--- src/rtl/spi_ram_master_ctrl.sv ---
// Host-side SPI master that turns one byte read/write request into an address
// frame followed by a data frame, capturing MISO for reads.
module spi_ram_master_ctrl #(
  parameter int GAP_CYC = 2,
  parameter int RD_WAIT = 3
) (
  input  logic       clk,
  input  logic       rst,
  input  logic       req_valid,
  output logic       req_ready,
  input  logic       req_op,
  input  logic [7:0] req_addr,
  input  logic [7:0] req_wdata,
  output logic       rsp_valid,
  output logic [7:0] rsp_rdata,
  output logic       busy,
  output logic       SS_n,
  output logic       MOSI,
  input  logic       MISO
);

  typedef enum logic [2:0] {
    S_IDLE,
    S_SEL,
    S_SHIFT,
    S_TURN,
    S_CAPTURE,
    S_GAP
  } state_t;

  localparam logic       PH_ADDR   = 1'b0;
  localparam logic       PH_DATA   = 1'b1;
  localparam logic [7:0] GAP_LAST  = 8'(GAP_CYC - 1);
  localparam logic [7:0] TURN_LAST = 8'(RD_WAIT - 1);

  state_t      state_q, state_d;
  logic        phase_q, phase_d;
  logic        op_q, op_d;
  logic [7:0]  addr_q, addr_d;
  logic [7:0]  wdata_q, wdata_d;
  logic [3:0]  bit_cnt_q, bit_cnt_d;
  logic [7:0]  wait_cnt_q, wait_cnt_d;
  logic [7:0]  shreg_q, shreg_d;
  logic [7:0]  rdata_q, rdata_d;
  logic        rsp_valid_q, rsp_valid_d;
  logic        ss_n_q, ss_n_d;
  logic        mosi_q, mosi_d;
  logic        accept;
  logic [1:0]  cmd_d;
  logic [9:0]  frame_d;

  assign req_ready = (state_q == S_IDLE) && !rst;
  assign accept    = req_valid && req_ready;
  assign busy      = (state_q != S_IDLE);
  assign rsp_valid = rsp_valid_q;
  assign rsp_rdata = rdata_q;
  assign SS_n      = ss_n_q;
  assign MOSI      = mosi_q;

  // State register
  always_ff @(posedge clk) begin
    if (rst) begin
      state_q     <= S_IDLE;
      phase_q     <= PH_ADDR;
      op_q        <= 1'b0;
      addr_q      <= 8'h00;
      wdata_q     <= 8'h00;
      bit_cnt_q   <= 4'd0;
      wait_cnt_q  <= 8'd0;
      shreg_q     <= 8'h00;
      rdata_q     <= 8'h00;
      rsp_valid_q <= 1'b0;
      ss_n_q      <= 1'b1;
      mosi_q      <= 1'b0;
    end else begin
      state_q     <= state_d;
      phase_q     <= phase_d;
      op_q        <= op_d;
      addr_q      <= addr_d;
      wdata_q     <= wdata_d;
      bit_cnt_q   <= bit_cnt_d;
      wait_cnt_q  <= wait_cnt_d;
      shreg_q     <= shreg_d;
      rdata_q     <= rdata_d;
      rsp_valid_q <= rsp_valid_d;
      ss_n_q      <= ss_n_d;
      mosi_q      <= mosi_d;
    end
  end

  // Next-state and datapath
  always_comb begin
    state_d = state_q;
    phase_d = phase_q;
    op_d    = op_q;
    addr_d  = addr_q;
    wdata_d = wdata_q;
    case (state_q)
      S_IDLE: begin
        if (accept) begin
          state_d = S_SEL;
          phase_d = PH_ADDR;
          op_d    = req_op;
          addr_d  = req_addr;
          wdata_d = req_wdata;
        end
      end
      S_SEL: begin
        if (wait_cnt_q == 8'd1) state_d = S_SHIFT;
      end
      S_SHIFT: begin
        if (bit_cnt_q == 4'd9) begin
          state_d = (op_q && (phase_q == PH_DATA)) ? S_TURN : S_GAP;
        end
      end
      S_TURN: begin
        if (wait_cnt_q == TURN_LAST) state_d = S_CAPTURE;
      end
      S_CAPTURE: begin
        if (wait_cnt_q == 8'd7) state_d = S_GAP;
      end
      S_GAP: begin
        if (wait_cnt_q == GAP_LAST) begin
          if (phase_q == PH_ADDR) begin
            phase_d = PH_DATA;
            state_d = S_SEL;
          end else begin
            state_d = S_IDLE;
          end
        end
      end
      default: state_d = S_IDLE;
    endcase

    // Counters restart on every state entry, so no count leaks between states
    bit_cnt_d  = 4'd0;
    wait_cnt_d = 8'd0;
    if (state_d == state_q) begin
      if (state_q == S_SHIFT) begin
        bit_cnt_d = bit_cnt_q + 4'd1;
      end else if (state_q != S_IDLE) begin
        wait_cnt_d = wait_cnt_q + 8'd1;
      end
    end

    shreg_d = shreg_q;
    rdata_d = rdata_q;
    if (state_q == S_CAPTURE) begin
      shreg_d = {shreg_q[6:0], MISO};
      if (wait_cnt_q == 8'd7) rdata_d = {shreg_q[6:0], MISO};
    end
  end

  // Outputs are decoded from the next state so SS_n/MOSI come straight from flops
  always_comb begin
    cmd_d       = {op_d, phase_d};
    frame_d     = {cmd_d, (phase_d == PH_ADDR) ? addr_d : (op_d ? 8'h00 : wdata_d)};
    ss_n_d      = 1'b1;
    mosi_d      = 1'b0;
    rsp_valid_d = (state_q == S_GAP) && (state_d == S_IDLE);
    case (state_d)
      S_SEL: begin
        ss_n_d = 1'b0;
        mosi_d = cmd_d[1];
      end
      S_SHIFT: begin
        ss_n_d = 1'b0;
        mosi_d = frame_d[4'd9 - bit_cnt_d];
      end
      S_TURN, S_CAPTURE: begin
        ss_n_d = 1'b0;
      end
      default: begin
        ss_n_d = 1'b1;
        mosi_d = 1'b0;
      end
    endcase
  end

endmodule

--- config.mk ---
export PLATFORM = sky130hd
export DESIGN_NAME = spi_ram_master_ctrl
export DESIGN_NICKNAME = d
export VERILOG_FILES = /design/src/rtl/spi_ram_master_ctrl.sv
export SDC_FILE = /design/constraint.sdc
export NUM_CORES = 1
export LEC_CHECK = 0
export CAP_MARGIN = 20
export CORE_MARGIN = 3
export CORE_UTILIZATION = 30
export CTS_BUF_LIST = sky130_fd_sc_hd__clkbuf_8 sky130_fd_sc_hd__clkbuf_16
export DETAILED_ROUTE_END_ITERATION = 8
export SLEW_MARGIN = 20
export SYNTH_ARGS = -nofsm -noshare
export SYNTH_HDL_FRONTEND = slang
export SYNTH_SLANG_ARGS = --single-unit
--- constraint.sdc ---
create_clock -name clk -period 4.5 [get_ports clk]
set_input_delay 0.9 -clock clk [delete_from_list [all_inputs] [get_ports clk]]
set_output_delay 0.9 -clock clk [all_outputs]
set_load 0.05 [all_outputs]
# Word-level counts from Yosys, hierarchy flattened
# Index checks and enable logic that the tools add are counted.
dict set report totals {
  wordCells 69
  in_bits 21
  register_bits 51
}
dict set report op_classes {
  n_addsub 3
  bitwise_logic 2
  order_cmp 1
  muxes 26
  eq_ne 14
  reduce_logical 11
}
# op count
set ops {}
lappend ops {{8-bit 2-to-1 mux} 6}
lappend ops {{3-bit 2-to-1 mux} 7}
lappend ops {{3-bit case mux with 6 select lines} 1}
lappend ops {{3-bit by 2-bit == test with 1-bit output, second input constant} 4}
lappend ops {{3-bit == test, second input constant} 3}
lappend ops {{8-bit by 1-bit adder with 8-bit output, second input constant} 1}
lappend ops {{8-bit by 1-bit == test with 1-bit output, second input constant} 1}
lappend ops {{8-bit by 2-bit == test with 1-bit output, second input constant} 1}
lappend ops {{8-bit by 3-bit == test with 1-bit output, second input constant} 1}
lappend ops {{4-bit 2-to-1 mux} 2}
lappend ops {{4-bit OR reduction} 2}
lappend ops {{1-bit 2-to-1 mux} 7}
lappend ops {{3-bit by 1-bit == test with 1-bit output, second input constant} 2}
lappend ops {{3-bit zero test} 2}
lappend ops {{4-bit by 5-bit < comparator with 1-bit output, second input constant} 1}
lappend ops {{4-bit by 1-bit adder with 4-bit output, second input constant} 1}
lappend ops {{1-bit binary-select mux with 4-bit select} 1}
lappend ops {{4-bit == test, second input constant} 1}
lappend ops {{1-bit logical AND} 4}
lappend ops {{1-bit case mux with 2 select lines} 2}
lappend ops {{4-bit subtractor, first input constant} 1}
lappend ops {{3-bit == test} 1}
lappend ops {{3-bit nonzero test} 1}
lappend ops {{1-bit NOT} 2}
lappend ops {{other kinds (2)} 2}

# Longest topological paths before layout
# Gate-level depths: netlist of the first run.
dict set report depth {
  word_depth 11
  depth_mapped 10
  depth_no_buf 10
}

# Worst setup path before layout of the first run
# OpenSTA, ideal clock, no wires.
dict set report synth_path {
  kind {input to register}
  start {input rst}
  end {register mosi_q (netlist: MOSI)}
  cell_stages 9
  arrival_ps 3516
  path_buffers 2
  setup_time_ps 92
  setup_slack_ps 892
  path_cell_list {clkbuf_1 nor4_2 and2_1 clkbuf_1 mux2_2 a211oi_1 o21ai_0 and3b_1 o32ai_1}
}
dict set report synth_between {
  elab_chain_len 11
  elab_cells_between_ends 23
  cone_classes {add/sub (1); eq/ne (3); mux (16); reduce/logical (3)}
}
# item line
set synth_rtl {}
lappend synth_rtl {{start, declared} 8} ;# input logic rst,
lappend synth_rtl {{1-bit zero test (*)} 52} ;# assign req_ready = (state_q == S_IDLE) && !rst;
lappend synth_rtl {{1-bit logical AND (*)} 52}
lappend synth_rtl {{net req_ready} 10} ;# output logic req_ready,
lappend synth_rtl {{1-bit logical AND (*)} 53} ;# assign accept = req_valid && req_ready;
lappend synth_rtl {{3-bit 2-to-1 mux} 100} ;# if (accept) begin
lappend synth_rtl {{3-bit case mux with 6 select lines} 98} ;# case (state_q)
lappend synth_rtl {{3-bit == test} 138} ;# if (state_d == state_q) begin
lappend synth_rtl {{4-bit 2-to-1 mux} 138}
lappend synth_rtl {{4-bit subtractor} 168} ;# mosi_d = frame_d[4'd9 - bit_cnt_d];
lappend synth_rtl {{1-bit binary-select mux with 4-bit select} 168}
lappend synth_rtl {{1-bit 2-to-1 mux (implied by the code)} 168}
lappend synth_rtl {{1-bit case mux with 2 select lines (*)} 161} ;# case (state_d)
lappend synth_rtl {{end signal, assigned} 87} ;# mosi_q <= mosi_d;
lappend synth_rtl {{end, declared} 47} ;# logic mosi_q, mosi_d;
# The timed path passes the listed nets; every way through them passes the cells marked *. The select of a mux whose other input is x is not followed.
# A chain may end at the register's enable or synchronous reset.

# Final worst setup path of the first run
dict set report layout_path {
  start {input rst}
  end {register wait_cnt_q[6]}
}
dict set report layout_between {
  elab_chain_len 8
}
# item line
set layout_rtl {}
lappend layout_rtl {{1-bit zero test} 52}
lappend layout_rtl {{1-bit logical AND} 52}
lappend layout_rtl {{1-bit logical AND} 53}
lappend layout_rtl {{3-bit 2-to-1 mux} 100}
lappend layout_rtl {{3-bit case mux with 6 select lines} 98}
lappend layout_rtl {{3-bit == test} 138}
lappend layout_rtl {{1-bit NOT (no source line)} -}
lappend layout_rtl {{4-bit OR reduction (no source line) (*)} -}
lappend layout_rtl {{end signal, assigned} 82} ;# wait_cnt_q <= wait_cnt_d;
lappend layout_rtl {{end, declared} 42} ;# logic [7:0] wait_cnt_q, wait_cnt_d;
# Mark *: on every way between the ends. The rest lies on a longest branch, timed or not.

==> key figures, run 1 <==
Run status
  • Outcome: complete, no violations

Routing
  • Via density: approximately 4.8
  • Wirelength, routed: ~4.8 mm
  • WL/cell: between 10 and 15 um
  • Antenna-violating nets left: 0
  • # DRC: 0
  • Pre-Repair DR Iteration Count: 4
  • Iteration-0 DRC Markers: 83
  • Detailed-route via count: about 1,900

Yosys
  • Syn Area/Cell: around 9.1 um2
  • Main combinational cell family by area after synthesis: simple AND/OR/NAND/NOR gates
  • Post-synthesis simple-gate area fraction: approximately a quarter
  • Gate Count Post-Synth: approximately 260
  • Ys Warns: 0
  • Post-synthesis mux area share: between 10% and 20%
  • Synth cell types: 47
  • Number of synthesized flops with an enable pin: 0
  • Post-synthesis sequential area ratio: roughly 43%
  • XOR/XNOR share of the synthesized area: under 10%
  • Syn Nets: 290
  • Flops & latches, synth: about 50
  • Dominant synthesized flop cell: dfxtp_1
  • Synthesized area: 0.002395 mm2
  • Synth Area in Adders: 3.135%
  • Async SR Flop Fraction: 0%
  • Compound-cell area share of the yosys netlist: 10.08%

Floorplanning
  • Height of the die: between 90 and 100 um
  • Total I/O pin count: 34
  • DIE AREA: 0.009091 mm2
  • Initial Utilization: a little under a third
  • Core area: ~0.0075 mm2
  • DIE WIDTH: around 95 um
  • Row count: 31

Pwr
  • Switching Share: ~24%
  • Sequential Power Share: 53.0%
  • Power Density: ~300 mW/mm2
  • Clock network fraction of total power: 36.4%
  • Pint: a little under 0.7 mW
  • Peak supply drop: roughly 0.11 mV
  • Psw: 0.2136 mW
  • Static leakage: between 1 and 1.5 nW
  • Comb power frac: 10.6%

Min path
  • End of the worst hold path: addr_q[1]
  • Min-Delay Path Class: flop to flop
  • Hold wc startpoint: addr_q[1]
  • Hold path cells: 2

Setup path
  • Critical Path End Type: flop
  • Crit path arrival time: between 3000 and 4000 ps
  • Max Fanout on Critical Path: 19
  • Internal reg-to-reg setup slack: ~1600 ps
  • Crit Reg-Reg Endpoint: MOSI
  • Reg2Reg Depth: 7
  • Crit. Startpoint: rst
  • Reg-to-reg critical path startpoint: state_q[1]
  • Crit Path Class: input pin to flop
  • Crit start category: input pin
  • CP Data Required Time: roughly 4700 ps

STA
  • Period Utilization, post-route: around two thirds
  • Fmax: between 0.3 and 0.4 GHz
  • Setup WS post-layout: approximately 1400 ps
  • Unrepaired setup endpoints after global routing: no
  • Slew Viols, Final: 0
  • Final hold violation count: 0
  • Clock skew after layout: around 4.4 ps
  • Tightest Pin Transition: between 700 and 800 ps
  • Hold WS: around 460 ps
  • Crit path time final: 3080 ps
  • Endpoints failing setup: 0
  • Final setup TNS: 0 ps
  • Slew HR: 51.81%

Layout
  • Final instance area: 0.002913 mm2
  • P&R area growth vs syn: 21.63%
  • Ratio of cells with drive above 1 in the final layout: between 8 and 9%
  • Fillers: 752
  • Final cell count without fillers: 392
  • Final net count: 319
  • Diode count: 0

CTS
  • CTS tree: yes
  • Inserted Clock Buffers: 5
  • CTS sink cnt: between 50 and 60
  • CTS clk-pin slew, worst paths: around 90 ps
  • Clock Latency Late Sink: approximately 300 ps
  • Root buffer cell: clkbuf_8
  • Resized cells post-CTS: 0
  • Clock H-tree levels: 2
  • Hold Buf Count CTS: 0
  • Setup bufs post-CTS: 0
  • Clock Path Buffers: 2

Global routing
  • Vias in the first global route: around 1,900
  • Antenna violations before repair: 0
  • Total global routing overflow: 0
  • First-pass GRT wire length: 8.500 mm
  • Largest net degree at the start of global routing: 44
  • Overall routing resource usage: between 10% and 20%

Flow run
  • MaxCap Viol Count: 0

Placed design
  • Post-DP HPWL: between 3 and 4 mm
  • Area after DPL: ~0.0028 mm2
  • Pre-CTS setup slack: about 1100 ps
  • IO buf count: 33
  • Gpl congestion: roughly 0.75
  • Dpl cells: 384
[cell usage in the layout (no fill, tap or decap), types with 5 or more instances in the layout]
cell type	synthesis	routed
ha_1	6	6
clkbuf_8	0	5
nor2b_1	6	6
nand2_1	35	35
a21oi_1	20	20
inv_1	6	6
dfxtp_1	51	51
mux2i_1	23	23
xor2_1	7	7
nand3_1	5	5
or3_1	5	5
clkdlybuf4s50_1	0	32
nor2_1	35	35
[cells by family after synthesis]
family,count (synthesis)
compound gates,37
xor+xnor,10
fa+ha+maj,6
buf+inv,21
flops,51
mux,26
simple gates,112
[how the worst max path moves through the flow]
stage	to	slack (ps)	depth (start not counted)
final	wait_cnt_q[6]	1420	6
after CTS	wait_cnt_q[6]	1420	6
after detailed placement	wait_cnt_q[6]	1110	6
after global routing	MOSI	1190	7
after global placement	wait_cnt_q[5]	1200	6
after floorplan	MOSI	890	9
[through the flow]
step	power, mW	utilization (%)
6_report	0.8874	38.91
5_1_grt	0.9286	38.91
4_1_cts	0.9007	38.91
3_5_place_dp	0.5759	37.36
3_3_place_gp	0.5753	37.36
2_1_floorplan	0.5398	-
[Yosys cell counts, types with 2 or more instances]
cell type | count | area [um2]
a211oi_1 | 2 | 15.01
xor2_1 | 7 | 61.31
mux2i_1 | 23 | 230.2
and3_1 | 2 | 12.51
dfxtp_1 | 51 | 1021
a21oi_1 | 20 | 100.1
nand3_1 | 5 | 25.02
nand4_1 | 2 | 12.51
buf_6 | 2 | 22.52
or3_1 | 5 | 31.28
mux4_2 | 2 | 45.04
inv_1 | 6 | 22.52
xnor2_1 | 3 | 26.28
o211ai_1 | 2 | 15.01
nor2b_1 | 6 | 37.54
nor2_1 | 35 | 131.4
clkbuf_1 | 10 | 37.54
nor3_4 | 2 | 32.53
nand3b_1 | 3 | 22.52
and3b_1 | 3 | 26.28
nand2b_1 | 3 | 18.77
nor3_1 | 2 | 10.01
nor4_2 | 2 | 25.02
nand2_1 | 35 | 131.4
o21ai_0 | 3 | 15.01
ha_1 | 6 | 75.07
[layer usage]
metal	GRT usage [%]	wire length (um)	up-vias
met5	0	0	-
met4	2.885	27	0
met3	2.447	218	2
met2	18.78	2165	39
met1	15.30	2404	857
li1	-	-	968
[power groups by stage]
stage	Combinational, mW	Clock [mW]	Sequential (mW)
global route	0.104	0.352	0.473
global placement	0.0937	0	0.482
finish	0.0940	0.323	0.471
detailed placement	0.0946	0	0.481
floorplan	0.0586	0	0.481
CTS	0.0950	0.335	0.471
[area by class of cell]
cell class	instances	area [um2]	area share (%)
multi-input cells	191	1275	43.77
flip-flops and latches	51	1021	35.05
repair buffers	36	350.3	12.03
well taps	99	123.9	4.253
clock buffers	5	68.82	2.363
clock inverters	3	47.55	1.632
inverters	7	26.28	0.9021
[worst max-delay path: stages]
cell and delay, ps:
clkdlybuf4s50_1 530, nor4_2 70, nand2_1 560, o2111ai_2 460, a2111o_1 640, nor2_1 140
[state kept, by name, summed over array words and instances (netlist names)]
register	cells
rsp_valid	1
SS_n	1
state_q	3
op_q	1
addr_q	8
phase_q	1
MOSI	1
wdata_q	8
bit_cnt_q	4
wait_cnt_q	8
rsp_rdata	8
shreg_q	7
No activity file was read; power rests on OpenSTA's default activity.
==> run 2: changes to the inputs <==
==> constraint.sdc (replaced) <==
create_clock -name clk -period 3.05 [get_ports clk]
set_input_delay 0.61 -clock clk [delete_from_list [all_inputs] [get_ports clk]]
set_output_delay 0.61 -clock clk [all_outputs]
set_load 0.05 [all_outputs]
==> run 2 against run 1 <==
- count of clock-buffer cells in the layout unchanged
- sequential power increased by 47%
- cell area grew 1.9%
- global-route usage is essentially flat
- sequential share of layout area shrank 0.65 points
- core utilization increased by 0.74 points
- wire length is 2.9% higher
- critical path type is now flop to flop
- largest cell class unchanged
- highest routed layer unchanged
==> key figures, run 2 (same netlist as run 1, synthesis figures left out) <==
Setup path
  • Crit path arrival time: 2780 ps (-540 ps)
  • Max Fanout on Critical Path: 11 (-8)
  • CP delay by family, top: simple AND/OR/NAND/NOR gates
  • CP Data Required Time: 3250 ps (-1490 ps)
  • CP Cell Sequence: or3b_4, nor3_4, inv_1, ha_1, nand3b_1, nor4b_1, a21oi_1, o32ai_1
  • Buf+Inv Stages, Crit Path: 1 (unchanged)
  • Crit start category: flop
  • Critical Path End Type: flop
  • Internal reg-to-reg setup slack: 470 ps (-1160 ps)
  • Worst path slowest cell: dfxtp_1
  • Slowest Stage Delay on Critical Path: 470 ps (-170 ps)
  • Crit Path Class: flop to flop

STA
  • Clock skew after layout: 2.840 ps (-1.552 ps)
  • Endpoints failing setup: 0 (unchanged)
  • Period Utilization, post-route: between 80 and 90%
  • Crit path time final: 2580 ps
  • Hold WS: 459.6 ps (+0.6360 ps)
  • Final hold violation count: 0 (unchanged)
  • Unrepaired setup endpoints after global routing: no
  • Fmax: just under 0.4 GHz
  • Slew HR: 65.47% (+14 points)
  • Final setup TNS: 0 ps (unchanged)
  • Tightest Pin Transition: 516.3 ps (-204.7 ps)
  • Slew Viols, Final: 0 (unchanged)

Routing
  • DR WL met3: 180 um (-17%)
  • Detailed-route via count: 1,883 (+0.91%)
  • Wirelength, routed: 4.955 mm (+2.9%)
  • Via density: 4.743 (-0.36%)
  • Iteration-0 DRC Markers: 93 (+12%)
  • # DRC: 0 (unchanged)
  • Pre-Repair DR Iteration Count: 4 (unchanged)
  • Met1 wire length: 2.576 mm (+7.2%)
  • Antenna-violating nets left: 0 (unchanged)
  • WL/cell: 12.48 um (+1.6%)
  • Met2 wire length: 2.130 mm (-1.6%)
  • Top sig layer: met4

Global routing
  • First-pass GRT wire length: 8.383 mm (-1.4%)
  • Vias in the first global route: 1,812 (-2.3%)
  • Antenna violations before repair: 0 (unchanged)
  • Overall routing resource usage: 11.47% (about the same)
  • Total global routing overflow: 0 (unchanged)
  • Largest net degree at the start of global routing: 44 (unchanged)

Layout
  • Most frequent cells in the layout: dfxtp_1 (51), nor2_1 (35), nand2_1 (35), clkdlybuf4s50_1 (32), mux2i_1 (23)
  • Final net count: 324 (+1.6%)
  • Fillers: 762 (+1.3%)
  • Most common cell after layout, fill and taps aside: dfxtp_1
  • Final instance area: 0.002968 mm2 (+1.9%)
  • P&R area growth vs syn: 23.93%
  • Ratio of cells with drive above 1 in the final layout: 9.732% (+1.5 points)
  • Diode count: 0 (unchanged)

CTS
  • Inserted Clock Buffers: 5 (unchanged)
  • Resized cells post-CTS: 0 (unchanged)
  • Hold Buf Count CTS: 0 (unchanged)
  • Clock Latency Late Sink: 300 ps (about the same)
  • CTS sink cnt: 51 (unchanged)
  • Clock H-tree levels: 2 (unchanged)
  • CTS tree: yes
  • Clock Path Buffers: 2 (unchanged)
  • CTS clk-pin slew, worst paths: 90 ps (about the same)
  • Setup bufs post-CTS: 0 (unchanged)
  • Root buffer cell: clkbuf_8

Floorplanning
  • DIE WIDTH: 95.35 um (unchanged)
  • Row count: 31 (unchanged)
  • Total I/O pin count: 34 (unchanged)
  • DIE AREA: 0.009091 mm2 (unchanged)
  • Core area: 0.007486 mm2 (unchanged)
  • Initial Utilization: 31.99% (unchanged)
  • Height of the die: 95.35 um (unchanged)

Placed design
  • Area after DPL: 0.002855 mm2 (+2.1%)
  • Gpl congestion: 0.8179 (+9.2%)
  • IO buf count: 33 (unchanged)
  • Post-DP HPWL: 3.602 mm (+4.5%)

Min path
  • Min-Delay Path Class: flop to flop

Flow run
  • MaxCap Viol Count: 0 (unchanged)

Pwr
  • Peak supply drop: 0.1845 mV (+69%)
  • Static leakage: 1.151 nW (+2.7%)
  • Power Density: 441.2 mW/mm2 (+45%)

Run status
  • Outcome: complete, no violations
==> run 2: layout make-up <==
class                           count  area, um2  share of cell area [%]
Multi-Input combinational cell    191       1284                   43.25
Clock buffer                        5      68.82                   2.319
Tap cell                           99      123.9                   4.174
Sequential cell                    51       1021                   34.40
Inverter                            7      26.28                  0.8853
Clock inverter                      3      43.79                   1.476
Timing Repair Buffer               41      400.4                   13.49
==> run 2: path summary, 6_finish.rpt <==
kind              startpoint   endpoint  depth (start not counted)
setup / recovery  state_q[0]       MOSI                          8
setup reg to reg  state_q[0]       MOSI                          8
hold reg to reg    addr_q[2]  addr_q[2]                          2
hold / removal     addr_q[2]  addr_q[2]                          2
==> run 2: through the flow <==
stage,utilization [%],power (mW),cells,setup WS (ps)
2_1_floorplan,-,0.7980,263,81.94
3_3_place_gp,38.14,0.8586,389,335.0
3_5_place_dp,38.14,0.8594,389,288.2
4_1_cts,39.65,1.332,397,494.3
5_1_grt,39.65,1.362,397,348.7
6_report,39.65,1.310,397,469.6
==> run 2: tightest hold or removal path, cell delays in order (launching register included) <==
cell,delay (ps)
dfxtp_1,320
nand2_1,50
a21oi_1,50
==> run 2: where the power goes <==
group	leakage, nW	switching [mW]	internal [mW]
combinational	0.680	0.0782	0.0711
sequential	0.413	0.0124	0.682
clock	0.0581	0.222	0.244
==> run 2: per-layer routing <==
metal	vias up	GRT usage (%)
li1	971	-
met1	874	15.53
met2	32	18.19
met3	6	2.447
met4	0	3.606
met5	-	0
